--- src/rtl/scara_stepper_pkg.sv ---
// Shared types and default timing for the SCARA stepper pulse executor.
package scara_stepper_pkg;
  localparam int STEP_W          = 9;
  localparam int NUM_AXES        = 2;
  localparam int DEF_STEP_PERIOD = 50;
  localparam int DEF_PULSE_WIDTH = 10;
  localparam int DEF_DIR_SETUP   = 4;
  localparam int DEF_POS_W       = 16;

  typedef enum logic [2:0] {
    ST_IDLE,
    ST_DIR_SETUP,
    ST_PULSE_HIGH,
    ST_PULSE_LOW,
    ST_DONE
  } exec_state_e;

  // Timer only ever holds a load value of (duration - 1), so log2 of the longest duration suffices.
  function automatic int timer_width(input int a, input int b);
    int m;
    m = (a > b) ? a : b;
    return (m < 2) ? 1 : $clog2(m);
  endfunction
endpackage

--- src/rtl/step_axis_channel.sv ---
// One stepper axis: remaining-step counter, DIR latch, signed position and STEP gating.
module step_axis_channel
  import scara_stepper_pkg::*;
#(
  parameter int POS_W = DEF_POS_W
) (
  input  logic              clk,
  input  logic              reset,
  input  logic              load,
  input  logic [STEP_W-1:0] steps,
  input  logic              dir,
  input  logic              pulse_start,
  input  logic              pulse_active,
  output logic              step_out,
  output logic              dir_out,
  output logic              rem_nz,
  output logic [POS_W-1:0]  position
);
  logic [STEP_W-1:0] rem;

  assign rem_nz = |rem;

  always_ff @(posedge clk or posedge reset) begin
    if (reset) begin
      rem      <= '0;
      dir_out  <= 1'b0;
      position <= '0;
      step_out <= 1'b0;
    end else begin
      if (load) begin
        rem     <= steps;
        dir_out <= dir;
      end else if (pulse_start && rem_nz) begin
        rem      <= rem - STEP_W'(1);
        position <= dir_out ? position + POS_W'(1) : position - POS_W'(1);
      end
      // Whether this axis pulses is decided once at PulseHigh entry and held for the width.
      step_out <= pulse_active & (pulse_start ? rem_nz : step_out);
    end
  end
endmodule

--- src/rtl/stepper_pulse_executor.sv ---
// Accepts step commands from the calculator and drives STEP/DIR to two stepper drivers.
module stepper_pulse_executor
  import scara_stepper_pkg::*;
#(
  parameter int STEP_PERIOD = DEF_STEP_PERIOD,
  parameter int PULSE_WIDTH = DEF_PULSE_WIDTH,
  parameter int DIR_SETUP   = DEF_DIR_SETUP,
  parameter int POS_W       = DEF_POS_W
) (
  input  logic              clk,
  input  logic              reset,
  input  logic [STEP_W-1:0] steps1,
  input  logic [STEP_W-1:0] steps2,
  input  logic              dir1,
  input  logic              dir2,
  input  logic              dataReady,
  output logic              step1_out,
  output logic              step2_out,
  output logic              dir1_out,
  output logic              dir2_out,
  output logic              busy,
  output logic              done,
  output logic              cmd_dropped,
  output logic [POS_W-1:0]  position1,
  output logic [POS_W-1:0]  position2
);
  localparam int CNT_W = timer_width(STEP_PERIOD, DIR_SETUP);

  exec_state_e state, state_nxt;
  logic [CNT_W-1:0] cnt, cnt_nxt;
  logic dr_prev, rise, load, pulse_start, pulse_active, drop_q;

  logic [NUM_AXES-1:0][STEP_W-1:0] steps_in;
  logic [NUM_AXES-1:0][POS_W-1:0]  pos_q;
  logic [NUM_AXES-1:0]             dir_in, step_q, dir_q, rem_nz;

  assign steps_in = {steps2, steps1};
  assign dir_in   = {dir2, dir1};
  assign rise     = dataReady & ~dr_prev;

  always_ff @(posedge clk or posedge reset) begin
    if (reset) begin
      state   <= ST_IDLE;
      cnt     <= '0;
      dr_prev <= 1'b0;
      drop_q  <= 1'b0;
    end else begin
      state   <= state_nxt;
      cnt     <= cnt_nxt;
      dr_prev <= dataReady;
      drop_q  <= rise && (state != ST_IDLE);
    end
  end

  always_comb begin
    state_nxt = state;
    cnt_nxt   = (cnt == '0) ? cnt : cnt - CNT_W'(1);
    load      = 1'b0;
    case (state)
      ST_IDLE: begin
        if (rise) begin
          load = 1'b1;
          if (steps1 == '0 && steps2 == '0) begin
            state_nxt = ST_DONE;
          end else begin
            state_nxt = ST_DIR_SETUP;
            cnt_nxt   = CNT_W'(DIR_SETUP - 1);
          end
        end
      end
      ST_DIR_SETUP: begin
        if (cnt == '0) begin
          state_nxt = ST_PULSE_HIGH;
          cnt_nxt   = CNT_W'(PULSE_WIDTH - 1);
        end
      end
      ST_PULSE_HIGH: begin
        if (cnt == '0) begin
          state_nxt = ST_PULSE_LOW;
          cnt_nxt   = CNT_W'(STEP_PERIOD - PULSE_WIDTH - 1);
        end
      end
      ST_PULSE_LOW: begin
        // rem counters already reflect the pulse just issued.
        if (cnt == '0) begin
          if (|rem_nz) begin
            state_nxt = ST_PULSE_HIGH;
            cnt_nxt   = CNT_W'(PULSE_WIDTH - 1);
          end else begin
            state_nxt = ST_DONE;
          end
        end
      end
      ST_DONE:  state_nxt = ST_IDLE;
      default:  state_nxt = ST_IDLE;
    endcase
  end

  assign pulse_active = (state_nxt == ST_PULSE_HIGH);
  assign pulse_start  = pulse_active && (state != ST_PULSE_HIGH);

  for (genvar g = 0; g < NUM_AXES; g++) begin : g_axis
    step_axis_channel #(.POS_W(POS_W)) u_ch (
      .clk          (clk),
      .reset        (reset),
      .load         (load),
      .steps        (steps_in[g]),
      .dir          (dir_in[g]),
      .pulse_start  (pulse_start),
      .pulse_active (pulse_active),
      .step_out     (step_q[g]),
      .dir_out      (dir_q[g]),
      .rem_nz       (rem_nz[g]),
      .position     (pos_q[g])
    );
  end

  assign step1_out   = step_q[0];
  assign step2_out   = step_q[1];
  assign dir1_out    = dir_q[0];
  assign dir2_out    = dir_q[1];
  assign position1   = pos_q[0];
  assign position2   = pos_q[1];
  assign busy        = (state != ST_IDLE);
  assign done        = (state == ST_DONE);
  assign cmd_dropped = drop_q;
endmodule

--- config.mk ---
export PLATFORM = sky130hd
export DESIGN_NAME = stepper_pulse_executor
export DESIGN_NICKNAME = d
export VERILOG_FILES = /design/src/rtl/scara_stepper_pkg.sv /design/src/rtl/step_axis_channel.sv /design/src/rtl/stepper_pulse_executor.sv
export SDC_FILE = /design/constraint.sdc
export NUM_CORES = 1
export LEC_CHECK = 0
export CAP_MARGIN = 40
export CORE_MARGIN = 4
export CORE_UTILIZATION = 60
export CTS_CLUSTER_SIZE = 8
export DETAILED_ROUTE_END_ITERATION = 16
export GPL_TIMING_DRIVEN = 0
export PLACE_DENSITY = 0.87
export SLEW_MARGIN = 5
export SYNTH_ARGS = -nofsm -noshare
export SYNTH_HDL_FRONTEND = slang
export SYNTH_SLANG_ARGS = --single-unit
--- constraint.sdc ---
create_clock -name clk -period 4.9 [get_ports clk]
set_clock_uncertainty 0.05 [all_clocks]
set_input_delay 0.49 -clock clk [delete_from_list [all_inputs] [get_ports clk]]
set_output_delay 0.49 -clock clk [all_outputs]
set_load 0.02 [all_outputs]
==> results.py, run 1 <==
metrics = {
    "cts": {
        "cts_root_buffer": "clkbuf_8",
        "path_clk_slew_ns": 0.08,
        "clock_sinks": 65,
        "clk_path_buf_depth": 2,
        "postCtsResizedCells": 0,
        "hold_buffers": 0,
        "h-tree-depth": 3,
        "cts_setup_buffers": 0,
        "clock_latency_ns": 0.34,
        "cts_inserted_buffers": 9,
        "cts_tree": "yes",
    },
    "synthesis": {
        "yosys_warnings": 0,
        "synth_area_leaders": "dfrtp_1 (38%), ha_1 (9.6%), nand2_1 (5.6%)",
        "yosysTopAreaCellShare_pct": 37.6,
        "synth_nets": 547,
        "synth-xor-area-share_pct": 4.66,
        "synth.avg_cell_area_sq_um": 8.84,
        "synth_edf_count": 0,
        "synth_flop_cell": "dfrtp_1",
        "ys_seq_area_share_pct": 37.6,
        "synth_top_area_cell": "dfrtp_1",
        "synth_compound_area_share_pct": 23.4,
        "async_flop_share_pct": 100,
        "synth_mux_area_share_pct": 0.695,
        "ys_ff_latch": 65,
        "syn-cell-area_sq_um": 4320,
        "synth_adder_area_share_pct": 10.5,
        "synth-simple-area-share_pct": 20.0,
        "synth_top_family_by_area": "compound AO/OA/AOI/OAI gates",
        "synth_cell_types": 60,
        "synthCells": 489,
    },
    "floorplanning": {
        "die_h_um": 92.9,
        "core_sq_um": 6910,
        "die_x_um": 92.9,
        "rows": 30,
        "die_area_sq_um": 8620,
        "start_util_pct": 62.6,
        "io_pins": 62,
    },
    "layout": {
        "drive_gt1_share_pct": 6.19,
        "synthToLayoutAreaGrowth_pct": 20.7,
        "fin_cells": 661,
        "mostFrequentLayoutCell": "dfrtp_1",
        "n_antenna_cell": 0,
        "finalNetCount": 619,
        "final_cell_mix": "dfrtp_1 (65), nand2_1 (64), clkdlybuf4s50_1 (61)",
        "stdcell_area_sq_um": 5220,
    },
    "critical_path": {
        "slowest_stage": "inv_1",
        "cp_slowest_stage_delay_ns": 0.50,
        "worstPathArrival_ns": 3.36,
        "r2r-start": "g_axis[1].u_ch.dir_out$_DFFE_PP0P_",
        "required_ns": 5.08,
        "ff2ff_path_depth": 9,
        "cp-start-kind": "register",
        "critPathKind": "reg2reg",
        "path_max_fanout": 17,
        "worstPathCellList": "inv_1, ha_1, a21o_1, a211oi_1, o21a_1, o21ai_0, o311ai_0, nor3b_1, o31ai_1",
        "regToRegSetupSlack_ns": 1.71,
        "r2r_end": "g_axis[1].u_ch.position[14]$_DFFE_PP0P_",
        "critPathCaptureType": "register",
    },
    "global_routing": {
        "grt_pass1_vias": 3998,
        "grt_pass1_wl_mm": 18.5,
        "grt_overflow": 0,
        "grt_max_degree": 66,
        "globalRouteTotalUtil_pct": 26.6,
        "antenna_found_initial": 0,
    },
    "routing": {
        "wl_met3_um": 655,
        "first_pass_iters": 5,
        "detail-route-antenna-nets": 0,
        "wl_met2_mm": 5.19,
        "met1_length_mm": 4.87,
        "drc": 0,
        "vias": 4038,
        "vias_per_cell": 6.11,
        "highest_layer": "met4",
        "wl_mm": 10.9,
        "drtIter0Drc": 273,
        "routedWlPerCell_um": 16.5,
    },
    "min_path": {
        "holdPathEnd": "g_axis[0].u_ch.position[15]$_DFFE_PP0P_",
        "hold_class": "reg2reg",
        "hold_start": "g_axis[0].u_ch.position[15]$_DFFE_PP0P_",
        "whs_path_depth": 1,
    },
    "placed_design": {
        "numPortBuffers": 61,
        "placed_area_sq_um": 5050,
        "preCtsSetupSlack_ns": 1.56,
        "placed_cells": 646,
        "place.gp.congestion": 0.901,
        "hpwlAfterDp_mm": 7.94,
    },
    "power": {
        "ir_worst_vdd_uv": 369,
        "p_leak_uw": 0.00240,
        "power.density_nw_per_um2": 622,
    },
    "timing": {
        "finalCritPeriodShare_pct": 65.1,
        "min_period_ns": 3.19,
        "slew_violations": 0,
        "finalSetupViolCount": 0,
        "rsz0062_at_grt": "false",
        "worst_pin_slew_ns": 0.882,
        "hold_viol": 0,
        "slew_headroom_pct": 40.7,
        "max_clock_freq_mhz": 314,
        "timing.final.ws_setup_ns": 1.71,
        "final.setup.tns_ns": 0,
    },
    "job": {
        "maxCapViolCount": 0,
    },
    "outcome": {
        "status": "finished clean",
    },
}
==> layer usage <==
| layer | vias to the layer above | global-route usage, % |
|---|---|---|
| met1 | 1942 | 35.6 |
| li1 | 1930 | - |
| met2 | 144 | 43.0 |
| met5 | - | 0 |
| met3 | 22 | 4.14 |
| met4 | 0 | 11.2 |
==> where the power goes <==
part,total [uW],internal [uW],switching [uW]
sequential,942,740,201
combinational,1900,835,1070
clock,401,191,210
==> through the flow <==
step | hold slack (ns) | utilization [%] | total power [uW]
floorplan | 0.395 | - | 2270
global placement | 0.405 | 73.2 | 2730
detailed placement | 0.411 | 73.2 | 2820
CTS | 0.423 | 75.5 | 3230
global route | 0.463 | 75.5 | 3510
finish | 0.421 | 75.5 | 3250
==> cell families after synthesis <==
kind of cell | after synthesis
and+or+nand+nor | 179
AOI/OAI and AO/OA | 152
DFF | 65
adders and majority gates | 35
buffers and inverters | 32
xor gates and xnor gates | 23
muxes | 3
==> Yosys cell counts (3+ instances only) <==
cell	n
o21ai_1	7
o31ai_1	7
a221o_1	5
ha_1	33
dfrtp_1	65
xor2_1	14
or3_1	4
a211oi_1	9
and3_1	4
o22ai_1	5
mux2i_1	3
o221a_2	3
nand4_1	4
o21a_1	7
nor4_1	7
nand3_1	14
clkbuf_1	9
a21o_1	13
a31oi_1	3
inv_1	18
a21oi_1	27
nor2_1	41
nor3_1	14
buf_2	3
nand2_1	64
or2_2	3
o211ai_1	4
nand2b_1	8
o21ai_0	43
xnor2_1	9
and2_1	3
==> worst max path at each step <==
stage | endpoint | slack (ns) | cells past startpoint | startpoint
floorplan | g_axis[1].u_ch.position[14]$_DFFE_PP0P_ | 2.12 | 9 | g_axis[1].u_ch.dir_out$_DFFE_PP0P_
global placement | g_axis[1].u_ch.position[12]$_DFFE_PP0P_ | 1.58 | 2 | reset
detailed placement | cnt[0]$_DFF_PP0_ | 1.56 | 8 | steps2[0]
CTS | g_axis[1].u_ch.position[14]$_DFFE_PP0P_ | 1.77 | 9 | g_axis[1].u_ch.dir_out$_DFFE_PP0P_
global route | g_axis[1].u_ch.position[14]$_DFFE_PP0P_ | 1.46 | 9 | g_axis[1].u_ch.dir_out$_DFFE_PP0P_
finish | g_axis[1].u_ch.position[14]$_DFFE_PP0P_ | 1.71 | 9 | g_axis[1].u_ch.dir_out$_DFFE_PP0P_
==> area by class of cell <==
type	instances	area (sq um)
Multi-Input combinational cell	392	2560
Sequential cell	65	1630
Clock buffer	11	141
Fill cell	509	1690
Inverter	18	70.1
Tap cell	96	120
Buffer	14	67.6
Timing Repair Buffer	61	611
Clock inverter	4	20.0
==> flip-flops by register name (all words and copies together), names as in the netlist <==
register,count
g_axis.u_ch.position,32
g_axis.u_ch.rem,18
g_axis.u_ch.dir_out,2
g_axis.u_ch.step_out,2
cnt,6
state,3
cmd_dropped,1
dr_prev,1
==> critical path: cells and delay by family, from the launching register on <==
| kind | cells | cell delay (ns) |
|---|---|---|
| AOI/OAI and AO/OA | 6 | 1.44 |
| adders and majority gates | 1 | 0.39 |
| buffers and inverters | 1 | 0.50 |
| DFF | 1 | 0.43 |
| and+or+nand+nor | 1 | 0.25 |
No activity file was read; power rests on OpenSTA's default activity.
==> run 2, diff against run 1 <==
- CORE_UTILIZATION: 60 -> 55
- PLACE_DENSITY: 0.87 -> 0.8
- clock period: 4.9 -> 3.25 ns (I/O delays scaled with it)
==> run 2 against run 1 <==
Net effect:
- wire length down 0.65%
- flip-flop and latch count is the same
- global-route usage is 3.7 points lower
- first-iteration DRC count shrank 17%
- highest routed layer unchanged
- worst setup slack lost 1.5 ns
==> results.py, run 2 (synthesized netlist as in run 1, its figures left out) <==
metrics = {
    "layout": {
        "n_antenna_cell": 0,
        "fin_cells": 671,
        "stdcell_area_sq_um": 5250,
        "finalNetCount": 622,
        "largest_reg_flops": 32,
        "top_regs": "g_axis.u_ch.position: 32 flops, g_axis.u_ch.rem: 18 flops, cnt: 6 flops",
        "max_flop_register": "g_axis.u_ch.position",
        "num-fill-cells": 644,
        "seq_area_sq_um": 1630,
        "final_cell_mix": "dfrtp_1 (65), nand2_1 (64), clkdlybuf4s50_1 (61)",
        "synthToLayoutAreaGrowth_pct": 21.4,
        "multi_input_area_sq_um": 2560,
        "mostFrequentLayoutCell": "dfrtp_1",
        "drive_gt1_share_pct": 6.50,
    },
    "timing": {
        "final.setup.tns_ns": 0,
        "hold_viol": 0,
        "finalCritPeriodShare_pct": 93.0,
        "finalSetupViolCount": 0,
        "worst_pin_slew_ns": 0.814,
        "rsz0062_at_grt": "false",
        "max_clock_freq_mhz": 331,
        "min_period_ns": 3.02,
        "slew_violations": 0,
        "fin_hold_ws_ns": 0.409,
        "slew_headroom_pct": 45.8,
    },
    "cts": {
        "clk_path_buf_depth": 2,
        "h-tree-depth": 3,
        "cts_root_buffer": "clkbuf_8",
        "cts_tree": "yes",
        "path_clk_slew_ns": 0.07,
        "clock_latency_ns": 0.34,
        "cts_inserted_buffers": 9,
        "clock_sinks": 65,
    },
    "floorplanning": {
        "start_util_pct": 56.2,
        "die_area_sq_um": 9340,
        "die_x_um": 96.6,
        "core_sq_um": 7690,
        "io_pins": 62,
        "die_h_um": 96.6,
        "rows": 32,
    },
    "critical_path": {
        "r2r-start": "g_axis[0].u_ch.dir_out$_DFFE_PP0P_",
        "required_ns": 3.46,
        "critPathCaptureType": "register",
        "cp-start-kind": "register",
        "critPathKind": "reg2reg",
        "worstPathArrival_ns": 3.24,
        "cp-startpoint": "g_axis[0].u_ch.dir_out$_DFFE_PP0P_",
        "ff2ff_path_depth": 9,
        "path_max_fanout": 17,
    },
    "routing": {
        "detail-route-antenna-nets": 0,
        "drtIter0Drc": 227,
        "vias_per_cell": 5.90,
        "wl_mm": 10.9,
        "vias": 3959,
        "routedWlPerCell_um": 16.2,
        "first_pass_iters": 5,
        "drc": 0,
    },
    "min_path": {
        "whs_path_depth": 1,
        "hold_class": "in2reg",
        "hold_start": "dataReady",
    },
    "placed_design": {
        "numPortBuffers": 61,
        "placed_cells": 652,
        "hpwlAfterDp_mm": 7.93,
        "placed_area_sq_um": 5060,
        "place.gp.congestion": 0.906,
    },
    "global_routing": {
        "antenna_found_initial": 0,
        "grt_overflow": 0,
        "grt_pass1_wl_mm": 18.0,
        "grt_max_degree": 66,
        "globalRouteTotalUtil_pct": 22.9,
        "grt_pass1_vias": 3811,
    },
    "power": {
        "p_leak_uw": 0.00240,
        "ir_worst_vdd_uv": 481,
        "power.density_nw_per_um2": 935,
    },
    "outcome": {
        "status": "finished clean",
    },
    "job": {
        "maxCapViolCount": 0,
    },
}
[run 2: changes by cell type in the layout (fill, tap and decap cells not counted)]
cell,previous run,this run
buf_4,1,4
clkinv_2,4,2
clkbuf_1,10,13
inv_1,17,16
clkbuf_8,10,9
clkinvlp_4,0,2
[run 2: critical path: stages, from the launching register on]
cell and delay, ns:
dfrtp_1 0.42, inv_1 0.50, ha_1 0.36, a211oi_1 0.23, o21ai_0 0.24, o2111ai_1 0.36, a31oi_1 0.18, o22ai_1 0.18
mux2i_1 0.26, xor2_1 0.17
[run 2: metal layers]
metal  vias up  GRT usage [%]  part of all wire [%]
met5         -              0                     0
met4         0           6.48                   1.2
met3        14           3.53                   4.0
met2        89           38.0                    49
met1      1922           31.1                    45
li1       1934              -                     -
[run 2: final timing paths]
path                                                            to  slack (ns)
max                        g_axis[0].u_ch.position[15]$_DFFE_PP0P_        0.23
min                                              dr_prev$_DFF_PP0_        0.41
max reg2reg                g_axis[0].u_ch.position[15]$_DFFE_PP0P_        0.23
min reg2reg                g_axis[0].u_ch.position[15]$_DFFE_PP0P_        0.42
max in group asynchronous   g_axis[1].u_ch.position[6]$_DFFE_PP0P_        2.16
min in group asynchronous   g_axis[0].u_ch.position[3]$_DFFE_PP0P_        0.45
[run 2: through the flow]
stage | utilization [%] | worst slack [ns] | total power [uW]
finish | 68.2 | 0.227 | 4900
global placement | 65.8 | 0.0629 | 4120
global route | 68.2 | 0.0226 | 5290
CTS | 67.9 | 0.115 | 4870
detailed placement | 65.9 | 0.150 | 4260
floorplan | - | 0.474 | 3420
[run 2: final cells by class]
cell class	instances	area share, %
Multi-Input combinational cell	392	48.8
Sequential cell	65	31.0
Clock buffer	13	2.65
Timing Repair Buffer	64	12.1
Tap cell	102	2.43
Buffer	14	1.29
Clock inverter	3	0.334
Inverter	18	1.41
[run 2: report_power, final]
group / leakage, uW / total, uW / switching [uW] / internal, uW
clock network: 0.0000774 / 590 / 314 / 276
logic: 0.00147 / 2890 / 1610 / 1280
registers: 0.000846 / 1420 / 309 / 1120
[run 2: repair_timing]
action	in CTS	in global routing
hold buffers	0	0
endpoints found under the hold margin	0	0
resized for setup	0	1
buffers inserted	0	3
endpoints found under the setup margin	0	1
==> run 3, diff against run 2 <==
--- a/config.mk
+++ b/config.mk
@@ -8,9 +8,11 @@
 export CAP_MARGIN = 40
 export CORE_MARGIN = 4
-export CORE_UTILIZATION = 55
+export CORE_UTILIZATION = 57
+export CTS_BUF_LIST = sky130_fd_sc_hd__clkbuf_4
 export CTS_CLUSTER_SIZE = 8
 export DETAILED_ROUTE_END_ITERATION = 16
 export GPL_TIMING_DRIVEN = 0
-export PLACE_DENSITY = 0.8
+export MAX_ROUTING_LAYER = met4
+export PLACE_DENSITY = 0.83
 export SLEW_MARGIN = 5
 export SYNTH_ARGS = -nofsm -noshare
==> constraint.sdc (replaced) <==
create_clock -name clk -period 3.25 [get_ports clk]
set_clock_uncertainty 0.05 [all_clocks]
set_input_delay 0.65 -clock clk [delete_from_list [all_inputs] [get_ports clk]]
set_output_delay 0.65 -clock clk [all_outputs]
set_load 0.02 [all_outputs]
==> run 3 against run 2 <==
Net effect:
- maximum frequency rose by 0.40%
- first-iteration DRC count rose by 18%
- sequential power is essentially flat
- core utilization rose by 4.1 points
- via count up 1.3%
- flip-flop and latch count is the same
- cell area up 0.60%
- largest power group unchanged
==> results.py, run 3 (synthesized netlist as in run 1, its figures left out) <==
metrics = {
    "outcome": {
        "status": "finished clean",
    },
    "global_routing": {
        "antenna_found_initial": 0,
        "globalRouteTotalUtil_pct": 25.5,
        "grt_max_degree": 66,
        "grt_pass1_wl_mm": 17.9,
        "grt_pass1_vias": 3835,
        "grt_overflow": 0,
    },
    "power": {
        "p_sw_uw": 2230,
        "power_uw": 4910,
        "power.density_nw_per_um2": 930,
        "power_frac_clock_pct": 11.2,
        "seq_power_share_pct": 28.8,
        "ir_worst_vdd_uv": 557,
        "intPower_uw": 2670,
        "combPwrFrac_pct": 60.0,
        "netSwitchingFraction_pct": 45.5,
        "p_leak_uw": 0.00243,
    },
    "cts": {
        "hold_buffers": 0,
        "clock_latency_ns": 0.42,
        "clock_sinks": 65,
        "h-tree-depth": 3,
        "path_clk_slew_ns": 0.11,
        "cts_root_buffer": "clkbuf_4",
        "cts_inserted_buffers": 9,
        "clk_path_buf_depth": 2,
        "cts_tree": "yes",
    },
    "placed_design": {
        "hpwlAfterDp_mm": 7.79,
        "numPortBuffers": 61,
        "place.gp.congestion": 0.941,
    },
    "job": {
        "maxCapViolCount": 0,
    },
    "critical_path": {
        "critPathCaptureType": "register",
        "cp_num_buf_inv": 1,
        "cp-start-kind": "register",
        "slowest_stage": "fa_1",
        "worst-path-stages": 9,
        "r2r_end": "g_axis[1].u_ch.position[14]$_DFFE_PP0P_",
        "cp_slowest_stage_delay_ns": 0.53,
        "critPathKind": "reg2reg",
        "required_ns": 3.49,
        "ff2ff_path_depth": 9,
        "regToRegSetupSlack_ns": 0.24,
        "r2r-start": "g_axis[1].u_ch.dir_out$_DFFE_PP0P_",
        "critPathTopFamily": "compound AO/OA/AOI/OAI gates",
        "worstPathArrival_ns": 3.26,
        "cp-startpoint": "g_axis[1].u_ch.dir_out$_DFFE_PP0P_",
        "worstPathCellList": "clkinvlp_4, fa_1, a21o_1, a211oi_2, o21a_1, o21ai_0, o311ai_1, nor3b_1, o31ai_1",
        "path_max_fanout": 13,
        "worstSetupEndpoint": "g_axis[1].u_ch.position[14]$_DFFE_PP0P_",
    },
    "routing": {
        "vias_per_cell": 5.94,
        "drtIter0Drc": 267,
        "vias": 4012,
        "wl_mm": 10.6,
        "routedWlPerCell_um": 15.7,
        "drc": 0,
        "detail-route-antenna-nets": 0,
        "first_pass_iters": 5,
    },
    "timing": {
        "slew_headroom_pct": 46.2,
        "max_clock_freq_mhz": 332,
        "worst_pin_slew_ns": 0.807,
        "rsz0062_at_grt": "false",
        "finalSetupViolCount": 0,
        "hold_viol": 0,
        "slew_violations": 0,
        "finalCritPeriodShare_pct": 92.7,
        "min_period_ns": 3.01,
    },
    "layout": {
        "fin_util_pct": 72.4,
        "drive_gt1_share_pct": 8.33,
        "max_flop_register": "g_axis.u_ch.position",
        "mostFrequentLayoutCell": "dfrtp_1",
        "synthToLayoutAreaGrowth_pct": 22.1,
        "largest_reg_flops": 32,
        "final_cell_mix": "dfrtp_1 (65), nand2_1 (64), clkdlybuf4s50_1 (61)",
        "finalNetCount": 629,
        "n_antenna_cell": 0,
        "seq_area_sq_um": 1630,
        "num-fill-cells": 603,
        "top_regs": "g_axis.u_ch.position: 32 flops, g_axis.u_ch.rem: 18 flops, cnt: 6 flops",
        "multi_input_area_sq_um": 2560,
    },
    "floorplanning": {
        "start_util_pct": 59.3,
        "die_x_um": 95.1,
        "rows": 31,
        "core_sq_um": 7290,
        "io_pins": 62,
        "die_area_sq_um": 9040,
        "die_h_um": 95.1,
    },
    "min_path": {
        "hold_class": "reg2reg",
    },
}
==> run 3: cell count changes in the layout (fill, tap and decap cells not counted), moves of 4 or more <==
cell | before | now
buf_4 | 4 | 11
clkbuf_8 | 9 | 0
clkbuf_1 | 13 | 9
clkbuf_4 | 0 | 10
==> run 3: metrics by stage <==
step                      TNS [ns]  instance area, sq um  cells  hold slack [ns]  worst slack, ns
after CTS                        0                  5190    665            0.435          0.00189
after global placement      -16.26                  5060    649            0.412           -0.254
after floorplan                  0                  4320    489            0.395            0.474
final                            0                  5280    675            0.428            0.239
after global routing             0                  5280    675            0.452           0.0204
after detailed placement   -0.0664                  5060    649            0.411          -0.0664
==> run 3: layer usage <==
| layer | wire length (um) | part of all wire, % | vias to the layer above | global-route usage [%] |
|---|---|---|---|---|
| li1 | - | - | 1958 | - |
| met5 | 0 | 0 | - | - |
| met2 | 4880 | 46 | 124 | 38.1 |
| met1 | 5110 | 48 | 1912 | 36.1 |
| met4 | 133 | 1.3 | 0 | 7.33 |
| met3 | 485 | 4.6 | 18 | 3.79 |
==> run 3: final cells by class <==
type | count | area share (%)
repair buffers | 71 | 13.0
inverters | 18 | 1.40
clock inverters | 6 | 1.11
plain buffers | 14 | 1.28
well taps | 99 | 2.35
flip-flops and latches | 65 | 30.8
clock buffers | 10 | 1.42
multi-input cells | 392 | 48.6
==> run 3: what timing repair did <==
action | 4_1_cts | 5_1_grt
gates resized for setup | 0 | 3
endpoints found under the setup margin | 0 | 1
setup buffers | 0 | 10
==> run 3: how the worst min path moves through the flow <==
stage / start / slack (ns) / cells after the start / to
detailed placement: g_axis[0].u_ch.position[15]$_DFFE_PP0P_ / 0.41 / 1 / g_axis[0].u_ch.position[15]$_DFFE_PP0P_
global route: g_axis[0].u_ch.position[15]$_DFFE_PP0P_ / 0.45 / 1 / g_axis[0].u_ch.position[15]$_DFFE_PP0P_
global placement: g_axis[0].u_ch.position[15]$_DFFE_PP0P_ / 0.41 / 1 / g_axis[0].u_ch.position[15]$_DFFE_PP0P_
floorplan: g_axis[1].u_ch.rem[8]$_DFFE_PP0P_ / 0.39 / 1 / g_axis[1].u_ch.rem[8]$_DFFE_PP0P_
CTS: g_axis[0].u_ch.position[15]$_DFFE_PP0P_ / 0.44 / 1 / g_axis[0].u_ch.position[15]$_DFFE_PP0P_
finish: g_axis[0].u_ch.position[15]$_DFFE_PP0P_ / 0.43 / 1 / g_axis[0].u_ch.position[15]$_DFFE_PP0P_
==> run 3: power groups by stage <==
stage                     Combinational (uW)  Sequential, uW  Clock [uW]
after floorplan                         1860            1560           0
after global placement                  2720            1410           0
after detailed placement                2840            1420           0
after CTS                               2850            1410         559
after global routing                    3270            1470         605
final                                   2940            1420         548
==> run 3: worst reg2reg max path: stages, from the launching register on <==
cell        delay, ns
dfrtp_1          0.48
clkinvlp_4       0.31
fa_1             0.54
a21o_1           0.20
a211oi_2         0.30
o21a_1           0.17
o21ai_0          0.17
o311ai_1         0.34
nor3b_1          0.25
o31ai_1          0.10
